$ cat config.mk
export PLATFORM = sky130hd
export DESIGN_NAME = iram_loader
export DESIGN_NICKNAME = d
export VERILOG_FILES = /design/src/rtl/loader_pkg.sv /design/src/rtl/byte_sum_acc.sv /design/src/rtl/iram_loader.sv
export SDC_FILE = /design/constraint.sdc
export NUM_CORES = 1
export LEC_CHECK = 0
export CELL_PAD_IN_SITES_DETAIL_PLACEMENT = 0
export CELL_PAD_IN_SITES_GLOBAL_PLACEMENT = 1
export CORE_AREA = 4 4 171 173
export DETAILED_ROUTE_END_ITERATION = 7
export DIE_AREA = 0 0 175 177
export PLACE_DENSITY = 0.78
export SLEW_MARGIN = 15
export SYNTH_ARGS = -nofsm -noshare
export SYNTH_HDL_FRONTEND = slang
export SYNTH_SLANG_ARGS = --single-unit
$ cat constraint.sdc
create_clock -name clk -period 6.7 [get_ports clk]
set_input_delay 1.34 -clock clk [delete_from_list [all_inputs] [get_ports clk]]
set_output_delay 1.34 -clock clk [all_outputs]
set_load 0.005 [all_outputs]
$ cat src/rtl/loader_pkg.sv
// Shared constants for the I-RAM program loader: FSM encodings, error codes,
// frame sync byte and the largest image the loader accepts.
package loader_pkg;

  localparam logic [2:0] ST_IDLE   = 3'd0;
  localparam logic [2:0] ST_HDR    = 3'd1;
  localparam logic [2:0] ST_DATA   = 3'd2;
  localparam logic [2:0] ST_CSUM   = 3'd3;
  localparam logic [2:0] ST_VERIFY = 3'd4;
  localparam logic [2:0] ST_START  = 3'd5;
  localparam logic [2:0] ST_ERR    = 3'd6;

  localparam logic [1:0] ERR_NONE   = 2'b00;
  localparam logic [1:0] ERR_COUNT  = 2'b01;
  localparam logic [1:0] ERR_CSUM   = 2'b10;
  localparam logic [1:0] ERR_VERIFY = 2'b11;

  localparam logic [7:0]  SYNC_BYTE = 8'hA5;
  localparam int unsigned MAX_WORDS = 4096;

endpackage

$ cat src/rtl/byte_sum_acc.sv
// Clearable byte-sum accumulator. sum already includes the bytes presented this
// cycle, so a caller can compare on the same cycle the last bytes arrive.
module byte_sum_acc (
  input  logic        clk,
  input  logic        rst,
  input  logic        clr,
  input  logic        en,
  input  logic [31:0] din,
  input  logic [3:0]  ben,
  output logic [15:0] sum
);

  logic [15:0] sum_q;
  logic [15:0] addend;

  always_comb begin
    addend = '0;
    for (int i = 0; i < 4; i++) begin
      if (ben[i]) addend = addend + {8'd0, din[8*i +: 8]};
    end
  end

  assign sum = en ? sum_q + addend : sum_q;

  always_ff @(posedge clk) begin
    if (rst || clr) sum_q <= '0;
    else            sum_q <= sum;
  end

endmodule

$ cat src/rtl/iram_loader.sv
// Receives a framed program image, writes it to the I-RAM, reads it back to
// verify, then launches the CPU at the image start address.
//
// state  | meaning
// IDLE   | discard bytes until the sync byte
// HDR    | collect CNT_L, CNT_H, ADR_L, ADR_H and range-check CNT
// DATA   | assemble little-endian words and write them out
// CSUM   | compare the trailing 8-bit checksum
// VERIFY | read the image back and compare 16-bit byte sums
// START  | launch the CPU, flag success
// ERR    | flag failure
module iram_loader #(
  parameter int         IRAM_AW   = 12,
  parameter logic [7:0] SYNC_BYTE = loader_pkg::SYNC_BYTE
) (
  input  logic               clk,
  input  logic               rst,
  input  logic [7:0]         rx_data,
  input  logic               rx_valid,
  output logic               rx_ready,
  output logic [IRAM_AW-1:0] i_ram_wadr,
  output logic [31:0]        i_ram_wdata,
  output logic               i_ram_wen,
  output logic [IRAM_AW-1:0] i_ram_radr,
  output logic               i_read_sel,
  input  logic [31:0]        i_ram_rdata,
  output logic               cpu_start,
  output logic [29:0]        start_adr,
  output logic               load_busy,
  output logic               load_done,
  output logic               load_err,
  output logic [1:0]         err_code
);
  import loader_pkg::*;

  logic [2:0]         state;
  logic [1:0]         idx;
  logic [7:0]         lo_byte;
  logic [15:0]        cnt_q;
  logic [IRAM_AW-1:0] adr_q;
  logic [IRAM_AW-1:0] wr_adr;
  logic [12:0]        words_left;
  logic [12:0]        v_left;
  logic [23:0]        word_sh;
  logic               rd_vld;
  logic               hs;
  logic               sync_hit;
  logic [15:0]        rx_sum;
  logic [15:0]        rb_sum;

  assign rx_ready   = (state == ST_IDLE) || (state == ST_HDR) ||
                      (state == ST_DATA) || (state == ST_CSUM);
  assign hs         = rx_valid && rx_ready;
  assign sync_hit   = (state == ST_IDLE) && hs && (rx_data == SYNC_BYTE);
  assign i_read_sel = (state == ST_VERIFY);
  assign load_busy  = (state != ST_IDLE);

  byte_sum_acc u_rx_sum (
    .clk (clk),
    .rst (rst),
    .clr (sync_hit),
    .en  ((state == ST_DATA) && hs),
    .din ({24'd0, rx_data}),
    .ben (4'b0001),
    .sum (rx_sum)
  );

  // Read data lags the address by one cycle, hence the delayed valid.
  byte_sum_acc u_rb_sum (
    .clk (clk),
    .rst (rst),
    .clr (sync_hit),
    .en  (rd_vld),
    .din (i_ram_rdata),
    .ben (4'b1111),
    .sum (rb_sum)
  );

  always_ff @(posedge clk) begin
    if (rst) begin
      state       <= ST_IDLE;
      idx         <= '0;
      lo_byte     <= '0;
      cnt_q       <= '0;
      adr_q       <= '0;
      wr_adr      <= '0;
      words_left  <= '0;
      v_left      <= '0;
      word_sh     <= '0;
      rd_vld      <= 1'b0;
      i_ram_wadr  <= '0;
      i_ram_wdata <= '0;
      i_ram_wen   <= 1'b0;
      i_ram_radr  <= '0;
      cpu_start   <= 1'b0;
      start_adr   <= '0;
      load_done   <= 1'b0;
      load_err    <= 1'b0;
      err_code    <= ERR_NONE;
    end else begin
      i_ram_wen <= 1'b0;
      cpu_start <= 1'b0;
      rd_vld    <= 1'b0;
      case (state)
        ST_IDLE: begin
          if (sync_hit) begin
            load_done <= 1'b0;
            load_err  <= 1'b0;
            err_code  <= ERR_NONE;
            idx       <= '0;
            state     <= ST_HDR;
          end
        end
        ST_HDR: begin
          if (hs) begin
            idx <= idx + 2'd1;
            case (idx)
              2'd0: lo_byte <= rx_data;
              2'd1: cnt_q   <= {rx_data, lo_byte};
              2'd2: lo_byte <= rx_data;
              default: begin
                adr_q      <= {rx_data[IRAM_AW-9:0], lo_byte};
                wr_adr     <= {rx_data[IRAM_AW-9:0], lo_byte};
                words_left <= cnt_q[12:0];
                if (cnt_q == 16'd0 || {16'd0, cnt_q} > MAX_WORDS) begin
                  err_code <= ERR_COUNT;
                  state    <= ST_ERR;
                end else begin
                  state <= ST_DATA;
                end
              end
            endcase
          end
        end
        ST_DATA: begin
          if (hs) begin
            idx     <= idx + 2'd1;
            word_sh <= {rx_data, word_sh[23:8]};
            if (idx == 2'd3) begin
              i_ram_wdata <= {rx_data, word_sh};
              i_ram_wadr  <= wr_adr;
              i_ram_wen   <= 1'b1;
              wr_adr      <= wr_adr + 1'b1;
              words_left  <= words_left - 13'd1;
              if (words_left == 13'd1) state <= ST_CSUM;
            end
          end
        end
        ST_CSUM: begin
          if (hs) begin
            if (rx_data != rx_sum[7:0]) begin
              err_code <= ERR_CSUM;
              state    <= ST_ERR;
            end else begin
              v_left     <= cnt_q[12:0];
              i_ram_radr <= adr_q;
              state      <= ST_VERIFY;
            end
          end
        end
        ST_VERIFY: begin
          if (v_left != 13'd0) begin
            rd_vld <= 1'b1;
            v_left <= v_left - 13'd1;
            if (v_left != 13'd1) i_ram_radr <= i_ram_radr + 1'b1;
          end else if (rb_sum != rx_sum) begin
            err_code <= ERR_VERIFY;
            state    <= ST_ERR;
          end else begin
            state <= ST_START;
          end
        end
        ST_START: begin
          cpu_start <= 1'b1;
          start_adr <= 30'(adr_q);
          load_done <= 1'b1;
          state     <= ST_IDLE;
        end
        ST_ERR: begin
          load_err <= 1'b1;
          state    <= ST_IDLE;
        end
        default: state <= ST_IDLE;
      endcase
    end
  end

endmodule

==> flow_summary.ini <==
[timing]
grt_setup_unrepaired = false
hold_viol_final = 0
maxSlewHeadroom_pct = 32.06
worst_slew_pin_slew_ns = 1.017
fin_setup_tns_ns = 0
finalMaxSlewViolations = 0
timing.fmax_mhz = 166.9
skew_ns = 0.009851
finalWorstSetupSlack_ns = 0.7098
period_share_pct = 89.41
setup_viol = 0
period_minus_slack_ns = 5.990

[synthesis]
synth-edff-count = 0
yosysUniqueCellTypes = 86
synth-seq-cells = 210
ys_seq_area_share_pct = 36.68
synth_cells = 1460
syn_area_um2 = 11460
syn_avg_cell_area_um2 = 7.851
synth-main-ff-cell = dfxtp_1
synthTopCellsByCount = nand2_1, dfxtp_1, a21oi_1, nor2_1, clkbuf_1
synth.top_cell.area_share_pct = 36.68
yosys.area.top_type = dfxtp_1
async_reset_ff_share_pct = 0
ys_warn_count = 0
netlist_top_cells_area = dfxtp_1, a21oi_1, nand2_1
yosysMostFrequentCell = nand2_1

[drt]
drc_errors = 0
wire_per_inst_um = 16.45
routed_wl_um = 31620
ant_nets = 0
first_pass_iters = 5
drt-initial-drc-count = 666
vias_per_cell = 5.440
vias = 10460

[clock_network]
post-cts-setup-buffer-count = 0
hold_buffers = 0
cts_max_level = 1
clock_path_buffers = 3
numCtsBuffers = 25
cts_tree = built
clk_latency_ns = 0.53
cts.sinks = 210
cts_resized = 0
cts-root-buf = clkbuf_16
cts.clk_slew.worst_paths_ns = 0.06

[placement]
dp_cells = 1879
port_buffers = 119
dp_slack_ns = 0.2097
dp_hpwl_um = 21730
place.gp.congestion = 0.8522

[floorplanning]
dieArea_um2 = 30980
die_y_um = 177
core_um2 = 27630
initial_core_util_pct = 41.49
io_pins = 138
rows = 61
die_x_um = 175

[global_routing]
grt_pass1_vias = 9797
grt-ovfl-total = 0
antenna_found_initial = 0
grt_pass1_wl_um = 50380
grt_max_degree = 94
grtUsageTotal_pct = 19.43

[worst_setup_path]
path_max_fanout = 6
crit_path_cell_trace = clkdlybuf4s50_1 -> ha_1 -> inv_1 -> fa_1 -> inv_1 -> a21oi_1 -> o21ai_0 -> xnor2_1 -> fa_1 -> inv_1 -> fa_1 -> ha_1 -> and3_1 -> a221oi_1 -> xnor2_1 -> mux2i_1 -> xnor2_1 -> or4_1 -> nor3b_1 -> nand4_1 -> a21oi_1
slowest_stage = or4_1
cpPeakStageDelay_ns = 0.55
r2r_slack_ns = 2.64
start_kind = primary input
crit_path_end_kind = register
cp.arrival_ns = 6.45
worstSetupPathType = primary input to register
worstPathRequired_ns = 7.16

[finish]
nNetsFinal = 1629
fin_util_pct = 49.15
final_layout_size_suffix_gt1_share_pct = 5.311
area_delta_synth_final_pct = 18.47
final_cells = 1922
n_antenna_cell = 0

[min_path]
worstHoldPathType = register to register

[power_and_ir_drop]
ir_drop_v = 0.0001508
power_density_nw_per_um2 = 231.5
p_leak_nw = 4.808

[flow_run]
drv_cap = 0

[run_status]
outcome = completed
[registers in the layout, summed over array words and instances, names as in the netlist, 2 cells and up]
signal and flops:
wr_adr 12, i_ram_wdata 32, i_ram_radr 12, cnt_q 16
adr_q 12, word_sh 24, idx 2, v_left 13
start_adr 12, err_code 2, lo_byte 8, u_rb_sum.sum_q 16
u_rx_sum.sum_q 16, i_ram_wadr 12, words_left 13, state 3
[through the flow]
step | total power [mW] | instance area, um2 | hold slack (ns)
finish | 3.143 | 13580 | 0.4512
global route | 3.292 | 13580 | 0.4685
CTS | 3.174 | 13580 | 0.4532
detailed placement | 1.821 | 12770 | 0.4456
global placement | 1.818 | 12770 | 0.4369
floorplan | 1.687 | 11530 | 0.4313
[area by class of cell]
class	count	area, um2
inverters	61	229.0
flip-flops and latches	210	4204
fillers	2806	14050
clock inverters	9	112.6
well taps	378	473.0
multi-input cells	1094	6545
clock buffers	34	699.4
repair buffers	136	1316
[final timing paths]
path / from / end / cells after the start
max: i_ram_rdata[8] / state[0]$_SDFFE_PP0P_ / 21
min: i_ram_wdata[13]$_SDFFE_PP0P_ / i_ram_wdata[13]$_SDFFE_PP0P_ / 2
max reg2reg: state[1]$_SDFFE_PP0P_ / v_left[11]$_SDFFE_PP0P_ / 9
min reg2reg: i_ram_wdata[13]$_SDFFE_PP0P_ / i_ram_wdata[13]$_SDFFE_PP0P_ / 2
[cells by family after synthesis]
group           after synthesis  share of synthesized area (%)
simple gates                555                          22.18
compound gates              402                          21.59
flops                       210                          36.68
buf+inv                     173                          6.866
fa+ha+maj                    58                          7.510
xor+xnor                     44                          3.613
mux                          17                          1.528
other cells                   1                        0.03272
[power by group]
| part | internal [mW] | switching, mW |
|---|---|---|
| logic | 0.206 | 0.305 |
| registers | 1.26 | 0.0267 |
| clock network | 0.808 | 0.534 |
| total | 2.28 | 0.866 |
[layer usage]
layer  routed length (um)  share of wire [%]  GRT usage, %  vias up
met1                14390                 46         26.20     4977
met4                  468                1.5         4.092        0
met3                 1547                4.9         2.734       34
met5                    0                  0             0        -
li1                     -                  -             -     5204
met2                15210                 48         33.46      241
[cells in the final DEF (no fill, tap or decap), types with 7 or more instances in the layout]
master           count
nand2_1            263
dfxtp_1            210
a21oi_1            201
clkdlybuf4s50_1    118
nor2_1             106
inv_1               59
nand3_1             56
o21ai_0             54
ha_1                40
nor3_1              31
xnor2_1             30
clkbuf_16           25
a211oi_1            20
fa_1                18
conb_1              18
buf_4               18
and3_1              17
mux2i_1             15
xor2_1              12
a21o_1              11
o32ai_1             11
o31ai_1             10
a22oi_1             10
o22ai_1             10
nor2b_1              9
o311ai_0             9
o211ai_1             9
nor4_1               9
or3_1                7
nand2b_1             7
nor3b_1              7
[worst max-delay path: cells and delay by family]
family	cells	cell delay, ns
compound gates	4	0.85
xor+xnor	3	0.54
fa+ha+maj	5	1.78
buf+inv	4	0.67
mux	1	0.13
simple gates	4	1.14
(Power assumes the default switching activity.)
